==> config.mk <==
export PLATFORM = sky130hd
export DESIGN_NAME = mem_stage
export DESIGN_NICKNAME = d
export VERILOG_FILES = /design/src/rtl/npc_pkg.sv /design/src/rtl/mem_align.sv /design/src/rtl/mem_stage.sv
export SDC_FILE = /design/constraint.sdc
export NUM_CORES = 1
export LEC_CHECK = 0
export ABC_AREA = 1
export BUFFER_PORTS_ARGS = -buffer_cell sky130_fd_sc_hd__buf_2
export CORE_AREA = 2 2 171 173
export CTS_CLUSTER_DIAMETER = 60
export CTS_CLUSTER_SIZE = 24
export DETAILED_ROUTE_END_ITERATION = 8
export DIE_AREA = 0 0 173 175
export PLACE_DENSITY = 0.49
export SYNTH_ARGS = -nofsm -noshare
export SYNTH_HDL_FRONTEND = slang
export SYNTH_HIERARCHICAL = 1
export SYNTH_SLANG_ARGS = --single-unit
==> constraint.sdc <==
create_clock -name clk -period 4.9 [get_ports clk]
set_clock_uncertainty 0.1 [all_clocks]
set_input_delay 0.245 -clock clk [delete_from_list [all_inputs] [get_ports clk]]
set_output_delay 0.245 -clock clk [all_outputs]
set_load 0.1 [all_outputs]
==> src/rtl/npc_pkg.sv <==
// Shared definitions for the memory-access stage.
//   MEM_OP_*  : memory operation carried with each instruction (none/load/store)
//   SIZE_*    : access width (byte/half/word)
//   ST_*      : memory-stage FSM state encodings
//   is_misaligned : natural-alignment test for a given access width and address LSBs
package npc_pkg;

  typedef enum logic [1:0] {
    MEM_OP_NONE  = 2'd0,
    MEM_OP_LOAD  = 2'd1,
    MEM_OP_STORE = 2'd2
  } mem_op_e;

  typedef enum logic [1:0] {
    SIZE_BYTE = 2'd0,
    SIZE_HALF = 2'd1,
    SIZE_WORD = 2'd2
  } size_e;

  localparam logic [1:0] ST_IDLE = 2'd0;
  localparam logic [1:0] ST_REQ  = 2'd1;
  localparam logic [1:0] ST_RESP = 2'd2;

  // The unused size encoding is treated as a word access, matching mem_align.
  function automatic logic is_misaligned(input logic [1:0] size, input logic [1:0] addr_lo);
    logic mis;
    if (size == SIZE_BYTE) begin
      mis = 1'b0;
    end else if (size == SIZE_HALF) begin
      mis = addr_lo[0];
    end else begin
      mis = (addr_lo != 2'b00);
    end
    return mis;
  endfunction

endpackage

==> src/rtl/mem_align.sv <==
// Combinational byte-lane helper for the memory stage.
//   addr_lo    in  : address bits [1:0] of the access
//   size       in  : SIZE_BYTE / SIZE_HALF / SIZE_WORD
//   is_signed  in  : sign-extend (1) or zero-extend (0) narrow loads
//   store_data in  : store source register value
//   rdata      in  : whole-word read data from the bus
//   wstrb      out : byte-lane enables for a store
//   wdata      out : store data replicated across all lanes of its width
//   load_data  out : load data shifted down to bit 0 and extended
module mem_align
  import npc_pkg::*;
#(
  parameter int XLEN = 32
) (
  input  logic [1:0]      addr_lo,
  input  logic [1:0]      size,
  input  logic            is_signed,
  input  logic [XLEN-1:0] store_data,
  input  logic [XLEN-1:0] rdata,
  output logic [3:0]      wstrb,
  output logic [XLEN-1:0] wdata,
  output logic [XLEN-1:0] load_data
);

  logic [XLEN-1:0] shifted;

  // Narrow data is replicated so the addressed lane always holds it;
  // the strobe picks which lane(s) the bus actually writes.
  always_comb begin
    shifted   = rdata >> {addr_lo, 3'b000};
    wstrb     = 4'hF;
    wdata     = store_data;
    load_data = shifted;
    case (size)
      SIZE_BYTE: begin
        wstrb     = 4'b0001 << addr_lo;
        wdata     = {4{store_data[7:0]}};
        load_data = {{(XLEN-8){is_signed & shifted[7]}}, shifted[7:0]};
      end
      SIZE_HALF: begin
        wstrb     = 4'b0011 << {addr_lo[1], 1'b0};
        wdata     = {2{store_data[15:0]}};
        load_data = {{(XLEN-16){is_signed & shifted[15]}}, shifted[15:0]};
      end
      default: begin
        wstrb     = 4'hF;
        wdata     = store_data;
        load_data = shifted;
      end
    endcase
  end

endmodule

==> src/rtl/mem_stage.sv <==
// Memory-access stage downstream of the ALU.
// Takes the ALU result as a load/store address (or passes it through for
// non-memory ops), runs one valid/ready bus request per memory op, waits for
// the response, and presents one registered result per instruction to writeback.
//   clk, rst_n                    : clock, asynchronous active-low reset
//   in_valid/in_ready + in_*      : instruction from EX
//   mem_req_* (valid/ready)       : bus request (word-aligned address, lane strobes)
//   mem_resp_valid/mem_resp_rdata : bus response (read data or write ack)
//   out_valid/out_ready + out_*   : registered result slot to writeback
module mem_stage
  import npc_pkg::*;
#(
  parameter int XLEN   = 32,
  parameter int RIDX_W = 5
) (
  input  logic              clk,
  input  logic              rst_n,
  input  logic              in_valid,
  output logic              in_ready,
  input  logic [XLEN-1:0]   in_alu_y,
  input  logic [XLEN-1:0]   in_store_data,
  input  logic [1:0]        in_mem_op,
  input  logic [1:0]        in_size,
  input  logic              in_signed,
  input  logic [RIDX_W-1:0] in_rd,
  input  logic              in_reg_we,
  output logic              mem_req_valid,
  input  logic              mem_req_ready,
  output logic              mem_req_we,
  output logic [XLEN-1:0]   mem_req_addr,
  output logic [XLEN-1:0]   mem_req_wdata,
  output logic [3:0]        mem_req_wstrb,
  input  logic              mem_resp_valid,
  input  logic [XLEN-1:0]   mem_resp_rdata,
  output logic              out_valid,
  input  logic              out_ready,
  output logic [XLEN-1:0]   out_data,
  output logic [RIDX_W-1:0] out_rd,
  output logic              out_reg_we,
  output logic              out_misalign
);

  logic [1:0]        state_q, state_d;
  logic [XLEN-1:0]   addr_q, addr_d;
  logic [XLEN-1:0]   store_data_q, store_data_d;
  logic [1:0]        size_q, size_d;
  logic              signed_q, signed_d;
  logic              is_store_q, is_store_d;
  logic [RIDX_W-1:0] rd_q, rd_d;
  logic              reg_we_q, reg_we_d;
  logic              out_valid_q, out_valid_d;
  logic [XLEN-1:0]   out_data_q, out_data_d;
  logic [RIDX_W-1:0] out_rd_q, out_rd_d;
  logic              out_reg_we_q, out_reg_we_d;
  logic              out_misalign_q, out_misalign_d;

  logic              accept;
  logic              in_misalign;
  logic              req_active;
  logic [3:0]        align_wstrb;
  logic [XLEN-1:0]   align_wdata;
  logic [XLEN-1:0]   align_load;

  // Lane steering works from the latched access so the request stays stable
  // while the bus stalls and the load extract uses the issuing address.
  mem_align #(.XLEN(XLEN)) u_align (
    .addr_lo    (addr_q[1:0]),
    .size       (size_q),
    .is_signed  (signed_q),
    .store_data (store_data_q),
    .rdata      (mem_resp_rdata),
    .wstrb      (align_wstrb),
    .wdata      (align_wdata),
    .load_data  (align_load)
  );

  // New work is only taken in IDLE, and only when the result slot is empty or
  // draining this cycle, so a memory op never finds the slot occupied at RESP.
  assign in_ready    = (state_q == ST_IDLE) & (~out_valid_q | out_ready);
  assign accept      = in_valid & in_ready;
  assign in_misalign = (in_mem_op != MEM_OP_NONE) & is_misaligned(in_size, in_alu_y[1:0]);

  // Next-state logic: the result slot drains on transfer and is refilled by
  // a pass-through op, a misaligned (unissued) access, or a bus response.
  always_comb begin
    state_d        = state_q;
    addr_d         = addr_q;
    store_data_d   = store_data_q;
    size_d         = size_q;
    signed_d       = signed_q;
    is_store_d     = is_store_q;
    rd_d           = rd_q;
    reg_we_d       = reg_we_q;
    out_valid_d    = out_valid_q;
    out_data_d     = out_data_q;
    out_rd_d       = out_rd_q;
    out_reg_we_d   = out_reg_we_q;
    out_misalign_d = out_misalign_q;

    if (out_valid_q && out_ready) begin
      out_valid_d    = 1'b0;
      out_data_d     = '0;
      out_rd_d       = '0;
      out_reg_we_d   = 1'b0;
      out_misalign_d = 1'b0;
    end

    case (state_q)
      ST_IDLE: begin
        if (accept) begin
          if (in_mem_op == MEM_OP_NONE) begin
            out_valid_d    = 1'b1;
            out_data_d     = in_alu_y;
            out_rd_d       = in_rd;
            out_reg_we_d   = in_reg_we & (in_rd != '0);
            out_misalign_d = 1'b0;
          end else if (in_misalign) begin
            out_valid_d    = 1'b1;
            out_data_d     = in_alu_y;
            out_rd_d       = in_rd;
            out_reg_we_d   = 1'b0;
            out_misalign_d = 1'b1;
          end else begin
            addr_d       = in_alu_y;
            store_data_d = in_store_data;
            size_d       = in_size;
            signed_d     = in_signed;
            is_store_d   = (in_mem_op == MEM_OP_STORE);
            rd_d         = in_rd;
            reg_we_d     = in_reg_we;
            state_d      = ST_REQ;
          end
        end
      end
      ST_REQ: begin
        if (mem_req_ready) begin
          state_d = ST_RESP;
        end
      end
      ST_RESP: begin
        if (mem_resp_valid) begin
          out_valid_d    = 1'b1;
          out_data_d     = is_store_q ? '0 : align_load;
          out_rd_d       = rd_q;
          out_reg_we_d   = reg_we_q & (rd_q != '0) & ~is_store_q;
          out_misalign_d = 1'b0;
          state_d        = ST_IDLE;
        end
      end
      default: begin
        state_d = ST_IDLE;
      end
    endcase
  end

  // All state and the result slot clear immediately on reset, even mid-access,
  // which also makes any late response from the bus land in IDLE and be dropped.
  always_ff @(posedge clk or negedge rst_n) begin
    if (!rst_n) begin
      state_q        <= ST_IDLE;
      addr_q         <= '0;
      store_data_q   <= '0;
      size_q         <= SIZE_BYTE;
      signed_q       <= 1'b0;
      is_store_q     <= 1'b0;
      rd_q           <= '0;
      reg_we_q       <= 1'b0;
      out_valid_q    <= 1'b0;
      out_data_q     <= '0;
      out_rd_q       <= '0;
      out_reg_we_q   <= 1'b0;
      out_misalign_q <= 1'b0;
    end else begin
      state_q        <= state_d;
      addr_q         <= addr_d;
      store_data_q   <= store_data_d;
      size_q         <= size_d;
      signed_q       <= signed_d;
      is_store_q     <= is_store_d;
      rd_q           <= rd_d;
      reg_we_q       <= reg_we_d;
      out_valid_q    <= out_valid_d;
      out_data_q     <= out_data_d;
      out_rd_q       <= out_rd_d;
      out_reg_we_q   <= out_reg_we_d;
      out_misalign_q <= out_misalign_d;
    end
  end

  // Bus outputs are driven only while a request is pending and are zero otherwise.
  assign req_active    = (state_q == ST_REQ);
  assign mem_req_valid = req_active;
  assign mem_req_we    = req_active & is_store_q;
  assign mem_req_addr  = req_active ? {addr_q[XLEN-1:2], 2'b00} : '0;
  assign mem_req_wstrb = mem_req_we ? align_wstrb : 4'b0000;
  assign mem_req_wdata = mem_req_we ? align_wdata : '0;

  assign out_valid    = out_valid_q;
  assign out_data     = out_data_q;
  assign out_rd       = out_rd_q;
  assign out_reg_we   = out_reg_we_q;
  assign out_misalign = out_misalign_q;

endmodule
# ---- Word-level counts from Yosys, hierarchy flattened
# Cells that the tools add are included.
dict set report word_totals {
  regBits 116
  out_inout_bits 111
  word_cells 96
}
dict set report op_classes {
  eq_ne 10
  n_shift 3
  muxes 45
  bitwise_logic 14
  reduce_logical 11
}
# cell count
set op_table {}
lappend op_table {{32-bit 2-to-1 mux} 8}
lappend op_table {{32-bit case mux with 2 select lines} 3}
lappend op_table {{32-bit by 5-bit right shift with 32-bit output} 1}
lappend op_table {{5-bit 2-to-1 mux} 5}
lappend op_table {{1-bit 2-to-1 mux} 17}
lappend op_table {{2-bit 2-to-1 mux} 5}
lappend op_table {{2-bit != test, second input constant} 5}
lappend op_table {{5-bit case mux with 2 select lines} 1}
lappend op_table {{5-bit nonzero test} 2}
lappend op_table {{1-bit AND} 9}
lappend op_table {{2-bit logical NOT} 4}
lappend op_table {{4-bit case mux with 2 select lines} 1}
lappend op_table {{2-bit by 1-bit equality test with 1-bit output, second input constant} 3}
lappend op_table {{1-bit case mux with 2 select lines} 3}
lappend op_table {{2-bit case mux with 3 select lines} 1}
lappend op_table {{5-bit AND reduction} 1}
lappend op_table {{2-bit equality test, second input constant} 2}
lappend op_table {{4-bit 2-to-1 mux} 1}
lappend op_table {{1-bit inverter} 4}
lappend op_table {{4-bit AND reduction} 1}
lappend op_table {{2-bit nonzero test} 2}
lappend op_table {{1-bit by 2-bit left shift with 4-bit output, first input constant} 1}
lappend op_table {{2-bit by 2-bit left shift with 4-bit output, first input constant} 1}
lappend op_table {{1-bit logical AND} 1}
lappend op_table {{1-bit bitwise OR} 1}

# ---- Longest topological paths before layout
dict set report logic_depth {
  depth_word 8
  ltp_mapped 13
  ltp_nobuf 11
}

# ---- Cells and area by module
# The synthesis kept the hierarchy.
# module n_inst cells_per_inst area_each_um2 seq_area_each_um2
set by_module_without_submodules {}
lappend by_module_without_submodules {mem_stage 1 745 5491.5 2902.8}
lappend by_module_without_submodules {mem_align 1 254 1251.2 0.0}

# ---- Worst setup path before layout
# OpenSTA, ideal clock, no wires.
dict set report synth_timing {
  path_kind {register -> output}
  from {register state_q[0]}
  to {output port mem_req_wdata[10]}
  arrival_time_ps 5015
  setup_slack_ps -460
  path_stages_with_launch 8
  n_path_buf 1
  path_cell_list {dfrtp_1 -> inv_2 -> nor2_1 -> inv_2 -> nor2_1 -> inv_2 -> buf_2 -> nor2_1}
}
dict set report synth_between {
  elab_chain_cells 3
}
# element line
set synth_rtl {}
lappend synth_rtl {{from (decl)} mem_stage.sv:43} ;# logic [1:0] state_q, state_d;
lappend synth_rtl {{from (signal assigned)} mem_stage.sv:174} ;# state_q <= state_d;
lappend synth_rtl {{2-bit by 1-bit equality test with 1-bit output} mem_stage.sv:191} ;# assign req_active = (state_q == ST_REQ);
lappend synth_rtl {{named net mem_req_valid} mem_stage.sv:27} ;# output logic mem_req_valid,
lappend synth_rtl {{1-bit AND} mem_stage.sv:193} ;# assign mem_req_we = req_active & is_store_q;
lappend synth_rtl {{named net mem_req_we} mem_stage.sv:29} ;# output logic mem_req_we,
lappend synth_rtl {{32-bit 2-to-1 mux} mem_stage.sv:196} ;# assign mem_req_wdata = mem_req_we ? align_wdata : '0;
lappend synth_rtl {{to (decl)} mem_stage.sv:31} ;# output logic [XLEN-1:0] mem_req_wdata,
# The timed path passes the listed nets, and every way through them passes these cells.

# ---- Worst setup path in the final report
dict set report layout_timing {
  from {register state_q[0]}
  to {output port mem_req_wdata[15]}
}
dict set report layout_between {
  elab_chain_cells 3
}
# element line
set layout_rtl {}
lappend layout_rtl {{2-bit by 1-bit equality test with 1-bit output} mem_stage.sv:191}
lappend layout_rtl {{1-bit AND} mem_stage.sv:193}
lappend layout_rtl {{32-bit 2-to-1 mux} mem_stage.sv:196}
# Every way passes these cells.

==> run_results.csv <==
group,metric,value,unit
drt,average_routed_wire_per_standard_cell,14.69,µm
placed_design,hpwlAfterDp,17410,µm
clocking,clk_latency,0.41,ns
grt,grt_max_degree,71,
logic_synthesis,post_synth_inst_count,999,
logic_synthesis,ys_seq_area_frac,0.4305,
run_status,outcome,"complete, no violations",
sta,final_min_period,3.114,ns
power,power.internal,0.002957,W
clocking,resized_gates_after_cts,0,
drt,detail_route.vias_per_cell,4.209,
drt,post_route_drc,0,
worst_setup_path,critical-path-max-stage-delay,0.47,ns
worst_setup_path,worst_setup_path_start_kind,"register",
clocking,htreeDepth,4,
power,proportion_of_power_drawn_by_combinational_gates,0.538,
clocking,tritoncts.num_buffers,17,
power,clkPwrFrac,0.197,
worst_setup_path,series_of_cell_instances_along_the_critical_path,"inv_2 -> nor2_1 -> inv_2 -> nor2_2 -> inv_2 -> nor2_1 -> buf_2",
logic_synthesis,synth_area,6743,µm²
grt,grt_overflow_total,0,
sta,drv_slew,0,
floorplanning,die-height,175,µm
power,cellLeakagePower,5.331,nW
grt,grt_antenna_before_repair,3,
grt,grt_pass1_vias,6745,
worst_setup_path,criticalPathCategory,"reg2out",
worst_setup_path,critPathCaptureType,"output pin",
floorplanning,die_width,173,µm
floorplanning,start_util,0.2375,
placed_design,gpl.final_weighted_congestion,0.8159,
drt,antenna_violating_nets_post_route,0,
sta,final.setup.tns,0,ns
sta,finalCritPeriodShare,0.6356,
finish,drive_above_1_share,0.2256,
worst_setup_path,critical_path.max_fanout,36,
clocking,clk_transition_reported_paths,0.06,ns
sta,max_slew_margin,0.3295,
clocking,postCtsSetupRepairBufs,0,
logic_synthesis,synth_enable_flop_cells,0,
sta,achievable-frequency,321.1,MHz
logic_synthesis,synth.top_cells.by_area,"dfrtp_1 (43%), nand2_1 (23%), inv_1 (8.1%)",
floorplanning,core_region_area,28390,µm²
drt,totalWireLength,24350,µm
worst_setup_path,critical_path_required,4.55,ns
finish,area_growth_syn_to_layout,38.52,%
logic_synthesis,synth_top_cells_by_count,"nand2_1 (414), inv_1 (145), dfrtp_1 (116)",
logic_synthesis,count_leader_synth,"nand2_1",
worst_setup_path,timing.critical_path.slowest_stage_cell,"buf_2",
logic_synthesis,ys_ff_latch,116,
logic_synthesis,synth.distinct_cells,27,
sta,worst_pin_slew,1.006,ns
finish,postLayoutCellArea,9340,µm²
placed_design,port-buffer-count,221,
drt,num_vias,6974,
floorplanning,pin_count,224,
logic_synthesis,yosys_warning_total,6,
placed_design,dp_worst_setup_slack,2.096,ns
logic_synthesis,synth-async-reset-ratio,1.000,
logic_synthesis,avgSynthCellArea,6.749,µm²
worst_hold_path,holdCritPathClass,"in2reg",
power,netSwitchingFraction,0.5599,
drt,dr.pass1.iters,5,
sta,rsz_0062_raised_after_global_routing,"false",
logic_synthesis,synth-main-ff-cell,"dfrtp_1",
drt,first_iter_violations,350,
finish,post-route-util,0.3290,
sta,hold_violations,0,
logic_synthesis,post-synth-top-area-fraction,0.4305,
grt,all_layer_gr_usage,0.1596,
power,pwr_density_cell,719.2,nW/µm²
finish,nets,1372,
clocking,clk_path_buf_depth,2,
clocking,clk_root_buffer_cell,"clkbuf_16",
sta,hold_slack,0.02190,ns
worst_setup_path,path_common_cell,"inv_2",
logic_synthesis,post_synth_top_area_cell,"dfrtp_1",
power,vdd_drop_max,0.3887,mV
floorplanning,core.rowCount,62,
placed_design,post_dp_cell_area,8001,µm²
grt,global_route_wire_length_before_repair,37740,µm
clocking,clock-sinks,116,
job,maxCapViolCount,0,
sta,setup-violations-final,0,
power,power.sequential.fraction,0.265,
worst_setup_path,cp_data_arrival_time,2.77,ns
clocking,cts_tree,"built",
power,p_sw,0.003761,W
floorplanning,die_area,30280,µm²
sta,layout_setup_ws,1.786,ns
[cell type report]
type                    count  area [µm²]
flip-flops and latches    116        2903
clock inverters            14       176.4
repair buffers            298        1867
fillers                  3186       19050
multi-input cells         673        2893
well taps                 384       480.5
clock buffers              18       439.2
diodes                      1       2.502
inverters                 153       579.3
[cells in the final DEF, fill, tap and decap left out, drive strengths merged]
| cell type | synthesis | routed |
|---|---|---|
| a21oi | 14 | 14 |
| buf | 51 | 226 |
| bufinv | 0 | 3 |
| clkbuf | 7 | 18 |
| clkinv | 0 | 6 |
| clkinvlp | 0 | 2 |
| conb | 1 | 2 |
| dfrtp | 116 | 116 |
| diode | 0 | 1 |
| dlygate4sd3 | 0 | 72 |
| inv | 153 | 156 |
| nand2 | 422 | 422 |
| nand3 | 69 | 69 |
| nand3b | 2 | 2 |
| nand4 | 3 | 3 |
| nor2 | 84 | 84 |
| o211ai | 8 | 8 |
| o21ai | 67 | 67 |
| o22ai | 2 | 2 |
[worst max-delay path, delay by kind of cell, from the launching register on]
| kind | cells | cell delay (ns) |
|---|---|---|
| AND/OR/NAND/NOR | 3 | 0.77 |
| buffers and inverters | 4 | 1.18 |
| flip-flops | 1 | 0.39 |
[metal layers]
layer	track usage	vias up	routed length [µm]
met1	0.2113	3193	11200
met2	0.2635	233	11310
met5	0	-	27
met3	0.03808	23	1515
met4	0.03708	4	295
li1	-	3521	-
[cell families after synthesis]
logic type      count (synthesis)  share of synthesized area
flops                         116                     0.4305
other cells                     1                  0.0005562
buf+inv                       211                     0.1414
compound gates                 91                    0.07089
simple gates                  580                     0.3567
[final timing paths]
| path | from | endpoint | slack (ns) | depth (start not counted) |
|---|---|---|---|---|
| worst max-delay path | state_q[0]$_DFFE_PN0P_ | mem_req_wdata[15] | 1.79 | 7 |
| worst min-delay path | in_size[1] | size_q[1]$_DFFE_PN0P_ | 0.02 | 3 |
| worst max register to register | state_q[1]$_DFFE_PN0P_ | out_data[16]$_DFF_PN0_ | 2.11 | 8 |
| worst min register to register | out_data[22]$_DFF_PN0_ | out_data[22]$_DFF_PN0_ | 0.37 | 2 |
| max in group asynchronous | rst_n | out_data[16]$_DFF_PN0_ | 3.55 | 3 |
| min in group asynchronous | rst_n | store_data_q[21]$_DFFE_PN0P_ | 0.37 | 3 |
[through the flow]
stage | power (W) | instances
3_5_place_dp | 0.005393 | 1552
6_report | 0.006718 | 1657
3_3_place_gp | 0.005382 | 1552
2_1_floorplan | 0.004720 | 1000
4_1_cts | 0.006791 | 1656
5_1_grt | 0.007162 | 1656
[sequential cells by signal, summed over array words and instances, names as in the netlist]
name,count
addr_q,32
signed_q,1
is_store_q,1
out_valid,1
store_data_q,32
out_rd,5
state_q,2
out_data,32
size_q,2
out_misalign,1
reg_we_q,1
out_reg_we,1
rd_q,5
[repair_timing]
item	in CTS	in global routing
hold endpoints to repair	118	0
hold buffers	72	0
endpoints found under the setup margin	0	0
[power groups by stage]
stage / logic, W / registers (W) / clock network [W]
after floorplan: 0.00197 / 0.00275 / 0
after global placement: 0.00358 / 0.00180 / 0
after detailed placement: 0.00359 / 0.00180 / 0
after CTS: 0.00365 / 0.00179 / 0.00136
after global routing: 0.00391 / 0.00185 / 0.00140
final: 0.00361 / 0.00178 / 0.00132
Power figures use the tool's default switching activity.
